### config.mk
export PLATFORM = sky130hd
export DESIGN_NAME = hm_time_setter
export DESIGN_NICKNAME = d
export VERILOG_FILES = /design/src/rtl/hm_time_setter_pkg.sv /design/src/rtl/bcd_wrap_step.sv /design/src/rtl/hm_time_setter.sv
export SDC_FILE = /design/constraint.sdc
export NUM_CORES = 1
export LEC_CHECK = 0
export ABC_CLOCK_PERIOD_IN_PS = 2590
export CORE_MARGIN = 8
export CORE_UTILIZATION = 35
export DETAILED_ROUTE_END_ITERATION = 10
export GPL_ROUTABILITY_DRIVEN = 0
export GPL_TIMING_DRIVEN = 0
export PLACE_DENSITY_LB_ADDON = 0.1
export SYNTH_ARGS = -nofsm -noshare
export SYNTH_HDL_FRONTEND = slang
export SYNTH_SLANG_ARGS = --single-unit
### constraint.sdc
create_clock -name clk -period 2.59 [get_ports clk]
set_input_delay 0.259 -clock clk [delete_from_list [all_inputs] [get_ports clk]]
set_output_delay 0.259 -clock clk [all_outputs]
set_load 0.05 [all_outputs]
### src/rtl/hm_time_setter_pkg.sv
// hm_time_setter_pkg: shared select encoding, BCD limits and edit FSM states
package hm_time_setter_pkg;
    localparam logic SEL_HOUR = 1'b0;
    localparam logic SEL_MIN  = 1'b1;
    localparam logic [7:0] HOUR_MAX = 8'h23;
    localparam logic [7:0] MIN_MAX  = 8'h59;
    typedef enum logic [1:0] {IDLE, HOLD, REPEAT} state_t;
endpackage

### src/rtl/bcd_wrap_step.sv
// bcd_wrap_step: one BCD up/down step on a two-digit value wrapping between 00 and max
module bcd_wrap_step (
    input  logic [7:0] value,
    input  logic [7:0] max,
    input  logic       up,
    output logic [7:0] next,
    output logic       wrap
);
    // wrap at the range ends, otherwise carry or borrow between the BCD digits
    always_comb begin
        wrap = up ? (value == max) : (value == 8'h00);
        next = wrap ? (up ? 8'h00 : max) :
               up   ? ((value[3:0] == 4'd9) ? {value[7:4] + 4'd1, 4'd0} : {value[7:4], value[3:0] + 4'd1}) :
                      ((value[3:0] == 4'd0) ? {value[7:4] - 4'd1, 4'd9} : {value[7:4], value[3:0] - 4'd1});
    end
endmodule

### src/rtl/hm_time_setter.sv
// hm_time_setter: BCD hour/minute registers with button edit, auto-repeat, minute tick and preset load
module hm_time_setter
    import hm_time_setter_pkg::*;
#(
    parameter int REPEAT_DELAY  = 50_000_000,
    parameter int REPEAT_PERIOD = 10_000_000,
    parameter int CNT_W         = 26
) (
    input  logic       clk,
    input  logic       rst,
    input  logic       sel,
    input  logic       inc,
    input  logic       dec,
    input  logic       tick_min,
    input  logic       load_en,
    input  logic [7:0] load_h,
    input  logic [7:0] load_m,
    output logic [7:0] hour,
    output logic [7:0] minute,
    output logic       editing,
    output logic       load_err
);
    localparam logic [CNT_W-1:0] DELAY_LAST  = CNT_W'(REPEAT_DELAY - 1);
    localparam logic [CNT_W-1:0] PERIOD_LAST = CNT_W'(REPEAT_PERIOD - 1);

    state_t           state_q, state_d;
    logic [CNT_W-1:0] cnt_q, cnt_d;
    logic             sel_q, sel_d, dir_q, dir_d;
    logic [7:0]       hour_q, hour_d, minute_q, minute_d;
    logic             editing_q, editing_d, load_err_q, load_err_d;
    logic             step, step_up, tick_ok, leave, load_ok, h_up;
    logic [7:0]       h_next, m_edit_next, m_tick_next;
    logic             m_tick_wrap;
    logic [1:0]       unused_wraps;

    assign load_ok = (load_h[7:4] <= 4'd9) && (load_h[3:0] <= 4'd9) && (load_h <= HOUR_MAX) &&
                     (load_m[7:4] <= 4'd9) && (load_m[3:0] <= 4'd9) && (load_m <= MIN_MAX);
    assign h_up = step ? step_up : 1'b1;

    bcd_wrap_step u_hour     (.value(hour_q),   .max(HOUR_MAX), .up(h_up),    .next(h_next),      .wrap(unused_wraps[0]));
    bcd_wrap_step u_min_edit (.value(minute_q), .max(MIN_MAX),  .up(step_up), .next(m_edit_next), .wrap(unused_wraps[1]));
    bcd_wrap_step u_min_tick (.value(minute_q), .max(MIN_MAX),  .up(1'b1),    .next(m_tick_next), .wrap(m_tick_wrap));

    // edit FSM: first step on press, delayed auto-repeat, abort on any button/select disturbance
    always_comb begin
        state_d = state_q;
        cnt_d   = cnt_q;
        sel_d   = sel_q;
        dir_d   = dir_q;
        step    = 1'b0;
        step_up = dir_q;
        tick_ok = 1'b0;
        leave   = (dir_q ? (!inc || dec) : (!dec || inc)) || (sel != sel_q);
        if (load_en) begin
            if (load_ok) begin
                state_d = IDLE;
                cnt_d   = '0;
            end
        end else if (state_q == IDLE) begin
            if (inc ^ dec) begin
                step    = 1'b1;
                step_up = inc;
                dir_d   = inc;
                sel_d   = sel;
                state_d = HOLD;
                cnt_d   = '0;
            end else begin
                tick_ok = tick_min;
            end
        end else if (leave) begin
            state_d = IDLE;
            cnt_d   = '0;
        end else if (cnt_q == ((state_q == HOLD) ? DELAY_LAST : PERIOD_LAST)) begin
            step    = 1'b1;
            state_d = REPEAT;
            cnt_d   = '0;
        end else begin
            cnt_d = cnt_q + CNT_W'(1);
        end
    end

    // time registers: preset beats edit step, which beats the minute tick
    always_comb begin
        hour_d     = hour_q;
        minute_d   = minute_q;
        load_err_d = load_en && !load_ok;
        editing_d  = (state_d != IDLE);
        if (load_en) begin
            if (load_ok) begin
                hour_d   = load_h;
                minute_d = load_m;
            end
        end else if (step) begin
            if (sel == SEL_MIN) minute_d = m_edit_next;
            else hour_d = h_next;
        end else if (tick_ok) begin
            minute_d = m_tick_next;
            hour_d   = m_tick_wrap ? h_next : hour_q;
        end
    end

    // state and output registers
    always_ff @(posedge clk) begin
        if (rst) begin
            state_q    <= IDLE;
            cnt_q      <= '0;
            sel_q      <= SEL_HOUR;
            dir_q      <= 1'b0;
            hour_q     <= 8'h00;
            minute_q   <= 8'h00;
            editing_q  <= 1'b0;
            load_err_q <= 1'b0;
        end else begin
            state_q    <= state_d;
            cnt_q      <= cnt_d;
            sel_q      <= sel_d;
            dir_q      <= dir_d;
            hour_q     <= hour_d;
            minute_q   <= minute_d;
            editing_q  <= editing_d;
            load_err_q <= load_err_d;
        end
    end

    assign hour     = hour_q;
    assign minute   = minute_q;
    assign editing  = editing_q;
    assign load_err = load_err_q;
endmodule

==> flow_summary_export.csv, run 1 <==
group,metric,value,unit
power,clockPowerShare,25.6,%
floorplan,io-pin-count,41,
drt,drc_errors,0,
setup_path,crit_required,2.82,ns
power,p_switching,0.746,mW
power,intPower,1.25,mW
power,seq_power_share,40.1,%
floorplan,rows,36,
status,violations,"setup timing",
synth,synth-edff-count,0,
synth,synth-async-reset-ratio,0,%
clock_network,clock_sinks,48,
setup_path,cp_cell_sequence,"nand4bb_1 > or3_4 > a2111o_1 > buf_6 > and4_4 > a2111oi_4 > o21ai_1 > a311oi_1",
power,power_leakage,1.61,nW
status,status,"complete, but fails checks",
final_layout,drive_gt1_share,20.1,%
worst_hold_path,hold_class,"input pin to flop",
clock_network,numCtsBuffers,5,
timing,hold_viol,0,
timing,min_period,2.67,ns
floorplan,start_util,35.9,%
placement,post-place-cells,619,
final_layout,final_common_cell,"nor2_1",
drt,wl_per_cell,17.5,um
global_route,grtUsageTotal,17.1,%
drt,vias_per_cell,5.69,
timing,min_period_over_period,103,%
timing,fin_skew,0.00976,ns
global_route,grt_max_degree,16,
setup_path,cp-end-kind,"flop",
floorplan,fp.dieH,116,um
drt,firstDrtPassIters,5,
drt,ant_nets,0,
clock_network,ctsHoldBuffers,0,
setup_path,crit_arrival,2.89,ns
final_layout,fill_cells,1010,
drt,drtIter0Drc,177,
synth,synth_area,3490,um2
global_route,grt_pass1_wl,18600,um
placement,hpwl,8060,um
timing,maxSlewHeadroom,51.4,%
global_route,antenna_found_initial,0,
clock_network,h-tree-depth,2,
timing,finalSetupViolCount,3,
final_layout,final_cell_mix,"nor2_1 (49), nand2_1 (40), dfxtp_1 (38)",
synth,avgSynthCellArea,7.81,um2
worst_hold_path,holdPathStages,3,
floorplan,core_area,9730,um2
timing,max_freq,0.375,GHz
timing,worst_pin_slew,0.720,ns
setup_path,path_class,"flop to flop",
power,pwr-share-comb,34.3,%
run,drv_cap,0,
timing,setup_slack,-0.0769,ns
drt,routed_wl,11400,um
synth,syn_nets,484,
synth,synth.distinct_cells,75,
setup_path,cp_slowest_stage_delay,0.56,ns
synth,yosysSeqAreaShare,27.5,%
clock_network,root_buffer,"clkbuf_8",
setup_path,crit_fanout,7,
clock_network,cts.clk_slew.worst_paths,0.11,ns
synth,synthCells,447,
synth,ys.flop_type,"dfxtp_1",
global_route,first_global_vias,3730,
placement,io_buffers,39,
global_route,grt-ovfl-total,0,
setup_path,slowest_stage,"a2111o_1",
setup_path,r2r_cells,8,
drt,via_count,3707,
timing,drv_slew,0,
final_layout,syn2layout_area_growth,35.7,%
synth,synth_seq_cells,48,
clock_network,clock_latency,0.31,ns
floorplan,die_x,116,um
timing,fin_tns_setup,-0.188,ns
final_layout,instances_no_fill,651,
clock_network,cts_buffer_depth,2,
clock_network,cts_tree,"built",
timing,rsz0062_at_grt,"yes",
power,max-vdd-ir-drop,0.000222,V
final_layout,n_antenna_cell,0,
final_layout,nets,554,
power,p_sw_share,37.4,%
synth,yosys_warnings,0,
floorplan,fp.dieArea,13400,um2
setup_path,critPathLaunchType,"flop",
power,power.density,421,nW/um2
==> cell usage after synthesis (3+ instances only) <==
| library cell | instances | area share [%] |
|---|---|---|
| or4b_1 | 3 | 0.86 |
| clkbuf_1 | 14 | 1.5 |
| o21ai_1 | 6 | 0.86 |
| nor2b_1 | 3 | 0.54 |
| nor3_1 | 11 | 1.6 |
| inv_1 | 13 | 1.4 |
| nand2_1 | 43 | 4.6 |
| and2_1 | 4 | 0.72 |
| nand3b_1 | 3 | 0.65 |
| a31oi_1 | 6 | 1.1 |
| nand2b_1 | 6 | 1.1 |
| a21oi_1 | 29 | 4.2 |
| mux2i_1 | 3 | 0.86 |
| buf_2 | 5 | 0.72 |
| and3_1 | 9 | 1.6 |
| a311o_1 | 3 | 0.86 |
| o211ai_1 | 3 | 0.65 |
| a211oi_1 | 6 | 1.3 |
| o31ai_1 | 3 | 0.65 |
| nor4_1 | 6 | 1.1 |
| nand4_1 | 13 | 2.3 |
| o21ai_0 | 22 | 3.2 |
| a311oi_1 | 4 | 1.0 |
| nor4b_1 | 3 | 0.75 |
| nor2_1 | 51 | 5.5 |
| xnor2_1 | 8 | 2.0 |
| a2111oi_0 | 3 | 0.75 |
| dfxtp_1 | 48 | 28 |
| ha_1 | 14 | 5.0 |
| nand3_1 | 26 | 3.7 |
| xor2_1 | 16 | 4.0 |
==> cells by family after synthesis <==
group           count (synthesis)  share of synthesized area (%)
simple gates                  201                           30.5
compound gates                121                           25.3
xor+xnor                       24                           6.02
mux                             5                           1.83
fa+ha+maj                      14                           5.02
flops                          48                           27.5
buf+inv                        34                           3.83
==> layer usage <==
layer	track usage, %	routed length, um
met5	0	0
met4	4.93	219
met3	3.07	462
met2	29.0	5530
met1	21.4	5210
==> flip-flops by register name (all words and copies together), names as in the netlist <==
signal	cells
dir_q	1
state_q	2
load_err	1
editing	1
minute	8
hour	8
cnt_q	26
sel_q	1
==> power groups by stage <==
stage	Combinational [mW]	Sequential, mW	Clock (mW)
2_1_floorplan	0.310	0.891	0
3_3_place_gp	0.566	0.817	0
3_5_place_dp	0.570	0.819	0
4_1_cts	0.639	0.803	0.529
5_1_grt	0.738	0.805	0.552
6_report	0.684	0.800	0.509
==> metrics by stage <==
stage / setup WS, ns / cell area [um2] / hold WS, ns / util (%) / total power [mW]
finish: -0.0769 / 4740 / 0.370 / 48.7 / 1.99
global route: -0.197 / 4740 / 0.410 / 48.7 / 2.09
CTS: -0.000435 / 4510 / 0.497 / 46.3 / 1.97
detailed placement: -1.11 / 4050 / 0.462 / 41.6 / 1.39
global placement: -1.17 / 4050 / 0.458 / 41.6 / 1.38
floorplan: 0.105 / 3490 / 0.335 / - / 1.20
==> worst paths after layout <==
| path | from | to | slack [ns] |
|---|---|---|---|
| max | cnt_q[10] | hour[2] | -0.08 |
| min | inc | dir_q | 0.37 |
| max reg2reg | cnt_q[10] | hour[2] | -0.08 |
| min reg2reg | sel_q | sel_q | 0.50 |
==> cell type report <==
cell class              instances  area (um2)  share of cell area, %
repair buffers                 66         621                   13.1
clock inverters                 2        13.8                  0.290
clock buffers                   6        82.6                   1.74
plain buffers                  17        82.6                   1.74
multi-input cells             365        2740                   57.8
inverters                      14        52.6                   1.11
well taps                     133         166                   3.51
flip-flops and latches         48         981                   20.7
==> worst max-delay path, delay by kind of cell (launching register included) <==
family,cells,cell delay (ns)
buffers and inverters,1,0.18
and+or+nand+nor,3,0.79
DFF,1,0.38
AOI/OAI and AO/OA,4,1.24
==> what timing repair did <==
item / 4_1_cts / 5_1_grt
setup buffers: 15 / 12
pin swaps: 12 / 17
gates resized for setup: 46 / 47
setup endpoints to repair: 41 / 36
hold endpoints to repair: 0 / 0
Note: power is estimated with default switching activity, not from simulation.
==> inputs of run 2 (changes only) <==
- ABC_CLOCK_PERIOD_IN_PS: 2590 -> not set
==> results of run 2 <==
Same layout as run 1: the final DEF is identical, and so are final timing and power.
==> inputs of run 3 (changes only) <==
- SETUP_SLACK_MARGIN: not set -> 0.4
==> run 3 against run 2 <==
  * The flow still finishes with violations (setup timing)
  * Wire length rose by 6.7%
  * Critical path depth grew 1
  * Non-clock buffer count increased by 30
  * Combinational power rose by 13%
  * Sequential power is essentially flat
  * Cell count up 4.6%
  * Die area unchanged
  * Largest cell class unchanged
==> flow_summary_export.csv, run 3 (synthesized netlist as in run 1, its figures left out) <==
group,metric,value,unit
status,status,"complete, but fails checks",
status,violations,"setup timing",
power,max-vdd-ir-drop,0.000201,V
final_layout,regMostFlops,"cnt_q",
drt,wl_per_cell,17.9,um
setup_path,path_class,"flop to flop",
clock_network,clock_latency,0.32,ns
setup_path,endpoint,"hour[4]",
global_route,grtUsageTotal,17.2,%
setup_path,cp-end-kind,"flop",
global_route,antenna_found_initial,0,
power,p_switching,0.789,mW
final_layout,n_antenna_cell,0,
setup_path,crit_start,"cnt_q[10]",
setup_path,crit_arrival,2.89,ns
final_layout,final_cell_mix,"nor2_1 (48), nand2_1 (38), buf_4 (38)",
global_route,grt-ovfl-total,0,
setup_path,crit_fanout,5,
floorplan,fp.dieH,116,um
drt,firstDrtPassIters,7,
setup_path,r2r_slack,-0.07,ns
setup_path,crit_family,"simple AND/OR/NAND/NOR gates",
clock_network,cts.clk_slew.worst_paths,0.10,ns
floorplan,rows,36,
drt,drc_errors,0,
drt,via_count,3875,
drt,vias_per_cell,5.69,
final_layout,drive_gt1_share,30.1,%
clock_network,h-tree-depth,2,
floorplan,io-pin-count,41,
final_layout,largest_reg_flops,26,
setup_path,cp.depth,9,
placement,hpwl,8000,um
setup_path,timing.rr.end,"hour[4]",
timing,maxSlewHeadroom,56.9,%
timing,fin_skew,0.00897,ns
timing,hold_viol,0,
clock_network,ctsHoldBuffers,0,
floorplan,die_x,116,um
power,pwr-share-comb,37.0,%
setup_path,crit_required,2.82,ns
timing,min_period,2.66,ns
floorplan,core_area,9730,um2
power,p_sw_share,37.7,%
floorplan,start_util,35.9,%
run,drv_cap,0,
placement,dpl-instance-area,4180,um2
setup_path,slowest_stage,"or3_4",
timing,worst_pin_slew,0.646,ns
timing,drv_slew,0,
power,power.density,398,nW/um2
timing,setup_slack,-0.0733,ns
final_layout,multi_input_area,2920,um2
power,clockPowerShare,24.7,%
final_layout,fill_cells,915,
power,seq_power_share,38.3,%
drt,ant_nets,0,
final_layout,final_cell_area,5270,um2
setup_path,path_buf_inv,2,
clock_network,cts_tree,"built",
final_layout,regArea,990,um2
clock_network,clock_sinks,48,
clock_network,root_buffer,"clkbuf_8",
global_route,grt_pass1_wl,18600,um
timing,rsz0062_at_grt,"yes",
power,intPower,1.31,mW
floorplan,fp.dieArea,13400,um2
placement,io_buffers,39,
clock_network,cts_buffer_depth,2,
setup_path,critPathLaunchType,"flop",
clock_network,numCtsBuffers,5,
global_route,grt_max_degree,16,
timing,finalSetupViolCount,5,
setup_path,r2r_cells,9,
setup_path,rr_startpoint,"cnt_q[10]",
power,power_leakage,1.84,nW
global_route,first_global_vias,3633,
power,finalPower,2.09,mW
setup_path,cp_slowest_stage_delay,0.45,ns
final_layout,final_common_cell,"nor2_1",
setup_path,cp_cell_sequence,"buf_6 > nand4bb_1 > or3_4 > a2111oi_4 > buf_4 > nor2_4 > a211oi_4 > or3b_4 > a221oi_2",
timing,max_freq,0.375,GHz
drt,drtIter0Drc,265,
final_layout,nets,584,
timing,min_period_over_period,103,%
final_layout,syn2layout_area_growth,50.9,%
worst_hold_path,hold_class,"input pin to flop",
drt,routed_wl,12200,um
[run 3: cell types whose count changed in the layout (fill, tap and decap cells not counted), moves of 4 or more]
cell and delta:
buf_6 +11, dfxtp_1 -7, clkdlybuf4s50_1 -5, o21ai_2 +4
buf_4 +15, o21ai_0 -6, dlygate4sd2_1 +6, dfxtp_2 +7
[run 3: worst min path at each step]
stage / slack [ns] / cells past startpoint / endpoint / startpoint
6_report: 0.40 / 3 / dir_q / inc
5_1_grt: 0.44 / 3 / dir_q / inc
4_1_cts: 0.39 / 3 / dir_q / inc
3_5_place_dp: 0.47 / 2 / sel_q / sel_q
3_3_place_gp: 0.46 / 2 / sel_q / sel_q
2_1_floorplan: 0.33 / 1 / state_q[1] / rst
[run 3: layer usage]
metal  global-route usage (%)  up-vias  wire [um]
met3                     2.45       13        641
met5                        0        -          0
met1                     23.7     1877       5700
li1                         -     1869          -
met2                     27.2      116       5700
met4                     4.41        0        149
[run 3: what timing repair did]
item | in CTS | in global routing
setup buffers | 31 | 20
pin swaps | 28 | 37
resized for setup | 68 | 64
setup endpoints to repair | 44 | 42
cloned | 0 | 3
[run 3: worst register-to-register path, stage by stage, from the launching register on]
cell,delay [ns]
dfxtp_2,0.33
buf_6,0.11
nand4bb_1,0.20
or3_4,0.45
a2111oi_4,0.30
buf_4,0.20
nor2_4,0.05
a211oi_4,0.31
or3b_4,0.42
a221oi_2,0.21
[run 3: cell type report]
class | count | area share, %
multi-input combinational | 365 | 55.5
sequential | 48 | 18.8
timing repair buffer | 93 | 17.0
tap | 133 | 3.16
buffer | 20 | 2.66
clock buffer | 6 | 1.57
inverter | 14 | 1.07
clock inverter | 2 | 0.261
[run 3: stage by stage]
| stage | util (%) | hold slack, ns | setup WS [ns] | setup TNS, ns | cells |
|---|---|---|---|---|---|
| after floorplan | - | 0.328 | 0.201 | 0 | 447 |
| after global placement | 42.9 | 0.458 | -0.832 | -22.45 | 619 |
| after detailed placement | 42.9 | 0.465 | -0.876 | -23.05 | 619 |
| after CTS | 49.0 | 0.393 | -0.00500 | -0.00854 | 658 |
| after global routing | 54.2 | 0.443 | -0.163 | -0.696 | 681 |
| final | 54.2 | 0.400 | -0.0733 | -0.120 | 681 |
[run 3: power groups by stage]
stage                     logic (mW)  registers, mW  clock network [mW]
after floorplan                0.336          0.895                   0
after global placement         0.597          0.820                   0
after detailed placement       0.597          0.820                   0
after CTS                      0.676          0.801               0.528
after global routing           0.832          0.807               0.550
final                          0.775          0.802               0.517
